==> src/rtl/riscv_ex_issue.sv <==
// riscv_ex_issue: one-entry issue register between decode and the execute ALU.
// Build macro RISCV_EX_FWD_EN enables MEM/WB operand bypass; without it, RAW hazards interlock.
module riscv_ex_issue #(
  parameter int XLEN = 32
) (
  input  logic            i_clk,
  input  logic            i_rst,
  input  logic            i_id_valid,
  output logic            o_id_ready,
  input  logic [XLEN-1:0] i_id_pc,
  input  logic [XLEN-1:0] i_id_rs1_data,
  input  logic [XLEN-1:0] i_id_rs2_data,
  input  logic [XLEN-1:0] i_id_imm,
  input  logic [4:0]      i_id_rs1_addr,
  input  logic [4:0]      i_id_rs2_addr,
  input  logic [4:0]      i_id_rd_addr,
  input  logic            i_id_rd_we,
  input  logic [3:0]      i_id_alu_ctrl,
  input  logic            i_id_a_sel,
  input  logic            i_id_b_sel,
  input  logic            i_mem_rd_we,
  input  logic [4:0]      i_mem_rd_addr,
  input  logic [XLEN-1:0] i_mem_rd_data,
  input  logic            i_wb_rd_we,
  input  logic [4:0]      i_wb_rd_addr,
  input  logic [XLEN-1:0] i_wb_rd_data,
  input  logic            i_flush,
  output logic            o_ex_valid,
  input  logic            i_ex_ready,
  output logic [XLEN-1:0] o_alu_a,
  output logic [XLEN-1:0] o_alu_b,
  output logic [3:0]      o_alu_ctrl,
  output logic [XLEN-1:0] o_ex_pc,
  output logic [XLEN-1:0] o_ex_rs2_data,
  output logic [4:0]      o_ex_rd_addr,
  output logic            o_ex_rd_we
);

`ifdef RISCV_EX_FWD_EN
  localparam bit FwdEn = 1'b1;
`else
  localparam bit FwdEn = 1'b0;
`endif

  typedef struct packed {
    logic [XLEN-1:0] pc;
    logic [XLEN-1:0] rs1v;
    logic [XLEN-1:0] rs2v;
    logic [XLEN-1:0] imm;
    logic [4:0]      rs1_addr;
    logic [4:0]      rs2_addr;
    logic [4:0]      rd_addr;
    logic            rd_we;
    logic [3:0]      ctrl;
    logic            a_sel;
    logic            b_sel;
  } entry_t;

  logic            full_q, full_d;
  entry_t          ent_q, ent_d;
  logic            last_we_q, last_we_d;
  logic [4:0]      last_rd_q, last_rd_d;
  logic            hazard, ex_valid, id_ready, issue, capture;
  logic [XLEN-1:0] rs1_op, rs2_op;

  // x0 is hardwired; the younger MEM result wins over WB.
  function automatic logic [XLEN-1:0] fwd(input logic [4:0]      addr,
                                          input logic [XLEN-1:0] v,
                                          input logic            use_mem);
    if (addr == 5'd0) return '0;
    if (use_mem && i_mem_rd_we && (i_mem_rd_addr == addr)) return i_mem_rd_data;
    if (i_wb_rd_we && (i_wb_rd_addr == addr)) return i_wb_rd_data;
    return v;
  endfunction

  // A source is not yet usable while its producer is in MEM, was issued last
  // cycle, or is landing through WB (the refresh picks it up at this edge).
  function automatic logic src_busy(input logic [4:0] addr);
    return (addr != 5'd0) &&
           ((i_mem_rd_we && (i_mem_rd_addr == addr)) ||
            (last_we_q   && (last_rd_q     == addr)) ||
            (i_wb_rd_we  && (i_wb_rd_addr  == addr)));
  endfunction

  assign hazard   = !FwdEn && full_q &&
                    ((!ent_q.a_sel && src_busy(ent_q.rs1_addr)) || src_busy(ent_q.rs2_addr));
  assign ex_valid = full_q && !hazard && !i_flush;
  assign issue    = ex_valid && i_ex_ready;
  assign id_ready = !full_q || issue;
  assign capture  = i_id_valid && id_ready && !i_flush;

  assign rs1_op = FwdEn ? fwd(ent_q.rs1_addr, ent_q.rs1v, 1'b1) : ent_q.rs1v;
  assign rs2_op = FwdEn ? fwd(ent_q.rs2_addr, ent_q.rs2v, 1'b1) : ent_q.rs2v;

  always_comb begin
    // NOTE: every variable gets a default first so no path leaves it unassigned (no latch).
    full_d    = full_q;
    ent_d     = ent_q;
    last_we_d = last_we_q;
    last_rd_d = last_rd_q;
    if (i_flush) begin
      full_d    = 1'b0;
      last_we_d = 1'b0;
      last_rd_d = 5'd0;
    end else begin
      last_we_d = issue && ent_q.rd_we;
      if (issue) last_rd_d = ent_q.rd_addr;
      if (capture) begin
        full_d         = 1'b1;
        ent_d.pc       = i_id_pc;
        ent_d.rs1v     = fwd(i_id_rs1_addr, i_id_rs1_data, FwdEn);
        ent_d.rs2v     = fwd(i_id_rs2_addr, i_id_rs2_data, FwdEn);
        ent_d.imm      = i_id_imm;
        ent_d.rs1_addr = i_id_rs1_addr;
        ent_d.rs2_addr = i_id_rs2_addr;
        ent_d.rd_addr  = i_id_rd_addr;
        ent_d.rd_we    = i_id_rd_we;
        ent_d.ctrl     = i_id_alu_ctrl;
        ent_d.a_sel    = i_id_a_sel;
        ent_d.b_sel    = i_id_b_sel;
      end else begin
        if (issue) full_d = 1'b0;
        // Refresh keeps a bypassed value after it has left the buses.
        if (full_q) begin
          ent_d.rs1v = fwd(ent_q.rs1_addr, ent_q.rs1v, FwdEn);
          ent_d.rs2v = fwd(ent_q.rs2_addr, ent_q.rs2v, FwdEn);
        end
      end
    end
  end

  always_ff @(posedge i_clk) begin
    // NOTE: non-blocking assignments so every register samples pre-edge values.
    if (i_rst) begin
      full_q    <= 1'b0;
      ent_q     <= '0;
      last_we_q <= 1'b0;
      last_rd_q <= 5'd0;
    end else begin
      full_q    <= full_d;
      ent_q     <= ent_d;
      last_we_q <= last_we_d;
      last_rd_q <= last_rd_d;
    end
  end

  assign o_id_ready    = id_ready;
  assign o_ex_valid    = ex_valid;
  assign o_alu_a       = ent_q.a_sel ? ent_q.pc  : rs1_op;
  assign o_alu_b       = ent_q.b_sel ? ent_q.imm : rs2_op;
  assign o_alu_ctrl    = ent_q.ctrl;
  assign o_ex_pc       = ent_q.pc;
  assign o_ex_rs2_data = rs2_op;
  assign o_ex_rd_addr  = ent_q.rd_addr;
  assign o_ex_rd_we    = ent_q.rd_we;

endmodule

==> config.mk <==
export PLATFORM = sky130hd
export DESIGN_NAME = riscv_ex_issue
export DESIGN_NICKNAME = d
export VERILOG_FILES = /design/src/rtl/riscv_ex_issue.sv
export SDC_FILE = /design/constraint.sdc
export NUM_CORES = 1
export LEC_CHECK = 0
export BUFFER_PORTS_ARGS = -buffer_cell sky130_fd_sc_hd__buf_2
export CAP_MARGIN = 10
export CORE_AREA = 2 2 145 147
export DETAILED_ROUTE_END_ITERATION = 16
export DIE_AREA = 0 0 147 149
export PLACE_DENSITY = 0.77
export SLEW_MARGIN = 20
export SYNTH_ARGS = -nofsm -noshare
export SYNTH_HDL_FRONTEND = slang
export SYNTH_SLANG_ARGS = --single-unit
==> constraint.sdc <==
create_clock -name i_clk -period 3.1 [get_ports i_clk]
set_input_delay 0.31 -clock i_clk [delete_from_list [all_inputs] [get_ports i_clk]]
set_output_delay 0.31 -clock i_clk [all_outputs]
set_load 0.02 [all_outputs]
==> reports/qor.yml <==
run_status:
  status: "finished clean"
setup_path:
  cp_slowest_cell: "dfxtp_1"
  worstSetupEndpointType: "register"
  required_ns: 3.41
  start_kind: "register"
  max_stage_delay_ns: 0.50
  critical_path_class: "reg -> reg"
  critPathMaxFanout: 56
  cp.arrival_ns: 3.24
  worstPathCellList: "xor2_1 -> nor4_1 -> nand3_1 -> a311o_1 -> a32o_4 -> buf_12 -> mux2_2 -> a311oi_1"
yosys:
  ys_seq_elements: 157
  synth_area_um2: 9430
  synthFlopType: "dfxtp_1"
  seq_area_frac_synth_pct: 33.3
  ys_types: 36
  synth-edff-count: 0
  avgSynthCellArea_um2: 8.19
  synthCells: 1151
  yosysWarnings: 0
  syn-num-nets: 1382
  async_reset_ff_share_pct: 0
floorplanning:
  coreArea_um2: 20600
  start_util_pct: 45.9
  rows: 53
  die_w_um: 147
  die_area_um2: 21900
  dieHeight_um: 149
  ioPinCount: 371
timing:
  timing.final.crit_share_pct: 94.5
  timing.fmax_mhz: 341
  finalHoldViolCount: 0
  setup_viol: 0
  finalMaxSlewViolations: 0
  worst_hold_slack_ns: 0.117
  fin_tns_setup_ns: 0
  slew_headroom_pct: 51.2
  min_period_ns: 2.93
  worst_pin_slew_ns: 0.726
  final.setup_skew_ns: 0.00959
  rsz0062_at_grt: "no"
clock_network:
  cts.clk_slew.worst_paths_ns: 0.07
  clock_sinks: 157
  cts-buffers-inserted: 17
  worstSkewPairLatency_ns: 0.42
  post_cts_buffers: 0
  htree_levels: 4
  cts_resized: 0
  clockBufferDepth: 2
  cts_tree: "done"
  cts_root_buffer: "clkbuf_16"
  postCtsHoldBufs: 0
min_path:
  hp-class: "in -> reg"
cells_and_area:
  mostFrequentLayoutCell: "buf_2"
  seq_area_um2: 3140
  final_cell_mix: "buf_2 (337), nand2_1 (307), dfxtp_1 (156)"
  syn_to_final_growth_pct: 22.2
  layout.nets: 1596
  fillerInstances: 1898
  multi_input_area_um2: 5340
  drive_gt1_share_pct: 41.8
global_route:
  grt_pass1_vias: 8827
  grt_max_degree: 79
  grt_pass1_wl_um: 47400
  grt_use_total_pct: 27.4
  grt-ovfl-total: 0
  antenna_found_initial: 1
pwr:
  comb_power_share_pct: 20.0
  switching_share_pct: 29.5
  p_leak_uw: 0.00457
  seq_power_share_pct: 40.3
  p_per_area_nw_per_um2: 479
  p_switching_uw: 1630
  vdd_drop_max_uv: 342
  clkPwrFrac_pct: 39.6
  intPower_uw: 3890
drt:
  drtPass1Iterations: 5
  routedWlPerCell_um: 18.6
  drc: 0
  drt-initial-drc-count: 667
  vias: 9261
  drt_wl_total_um: 30800
  viasPerCell: 5.61
  drt.antenna.violating_nets: 0
placed_design:
  place.gp.congestion: 0.871
  hpwl_um: 21800
  io_buffer_count: 338
flow_run:
  maxCapViolations: 0
## critical path: cells and delay by family (launching register included)
kind | cells | cell delay (ns)
and+or+nand+nor | 2 | 0.50
buffers and inverters | 1 | 0.21
xor gates and xnor gates | 1 | 0.11
muxes | 1 | 0.32
AOI/OAI and AO/OA | 3 | 1.17
DFF | 1 | 0.50
## flip-flops by register name, indices dropped and copies added, names as in the netlist
| name | flops |
|---|---|
| o_ex_rd_addr | 5 |
| o_ex_pc | 32 |
| full_q | 1 |
| last_rd_q | 5 |
| ent_q | 44 |
| last_we_q | 1 |
| o_ex_rd_we | 1 |
| o_alu_ctrl | 4 |
| o_ex_rs2_data | 32 |
| rs1_op | 32 |
## layer usage
layer	global-route usage, %	vias up	routed length [um]
met2	47.3	411	15100
li1	-	4410	-
met3	5.93	60	2470
met4	10.9	0	1000
met5	0	-	0
met1	33.4	4380	12200
## final timing paths
path,startpoint,end,slack (ns),cells after the start
worst max register to register,ent_q[20]$_SDFFE_PP0P_,rs1_op[3]$_SDFFE_PP0P_,0.17,8
worst min register to register,ent_q[51]$_SDFFE_PP0P_,ent_q[51]$_SDFFE_PP0P_,0.45,2
worst max-delay path,ent_q[20]$_SDFFE_PP0P_,rs1_op[3]$_SDFFE_PP0P_,0.17,8
worst min-delay path,i_id_imm[23],ent_q[45]$_SDFFE_PP0P_,0.12,3
## cell families after synthesis
family          Yosys count  share of synthesized area (%)
compound gates          228                           17.0
xor+xnor                 40                           3.72
buf+inv                 182                           11.1
flops                   157                           33.3
mux                     133                           15.8
simple gates            411                           19.0
## cell usage after synthesis (3+ instances only)
master    number  area share (%)
dfxtp_1      157              33
nand4_1       66             4.4
a311oi_1      35             3.3
buf_1          3            0.12
mux2_1         3            0.36
nand3_1        6            0.32
inv_1          3            0.12
and2_1         3            0.20
nor2_1        10            0.40
xor2_1        22             2.0
nor3_1         4            0.21
xnor2_1       18             1.7
nor4_1         5            0.33
mux2i_1        5            0.53
buf_2         25             1.3
mux2_2       125              15
a21oi_1      155             8.2
a311oi_2      30             4.8
clkbuf_1      64             2.5
nand2_1      307              12
buf_4         84             6.7
## final cells by class
cell class / instances / share of cell area (%)
diodes: 1 / 0.0217
clock buffers: 21 / 4.00
clock inverters: 9 / 1.19
inverters: 3 / 0.0977
multi-input cells: 812 / 46.3
flip-flops and latches: 157 / 27.3
well taps: 275 / 2.99
repair buffers: 374 / 18.1
## through the flow
stage	std cells	utilization, %	cell area, um2	power, uW	setup WS, ns
after floorplan	1151	-	9430	2990	0.510
after global placement	1621	53.1	10900	3350	0.224
after detailed placement	1621	53.1	10900	3370	0.154
after CTS	1651	56.0	11500	5540	0.143
after global routing	1652	56.1	11500	5730	0.00576
final	1652	56.1	11500	5520	0.169
## power groups by stage
stage,Combinational (uW),Sequential (uW),Clock (uW)
floorplan,761,2230,0
global placement,1090,2260,0
detailed placement,1100,2270,0
CTS,1100,2230,2210
global route,1190,2240,2300
finish,1110,2230,2190
No activity file was read; power rests on OpenSTA's default activity.
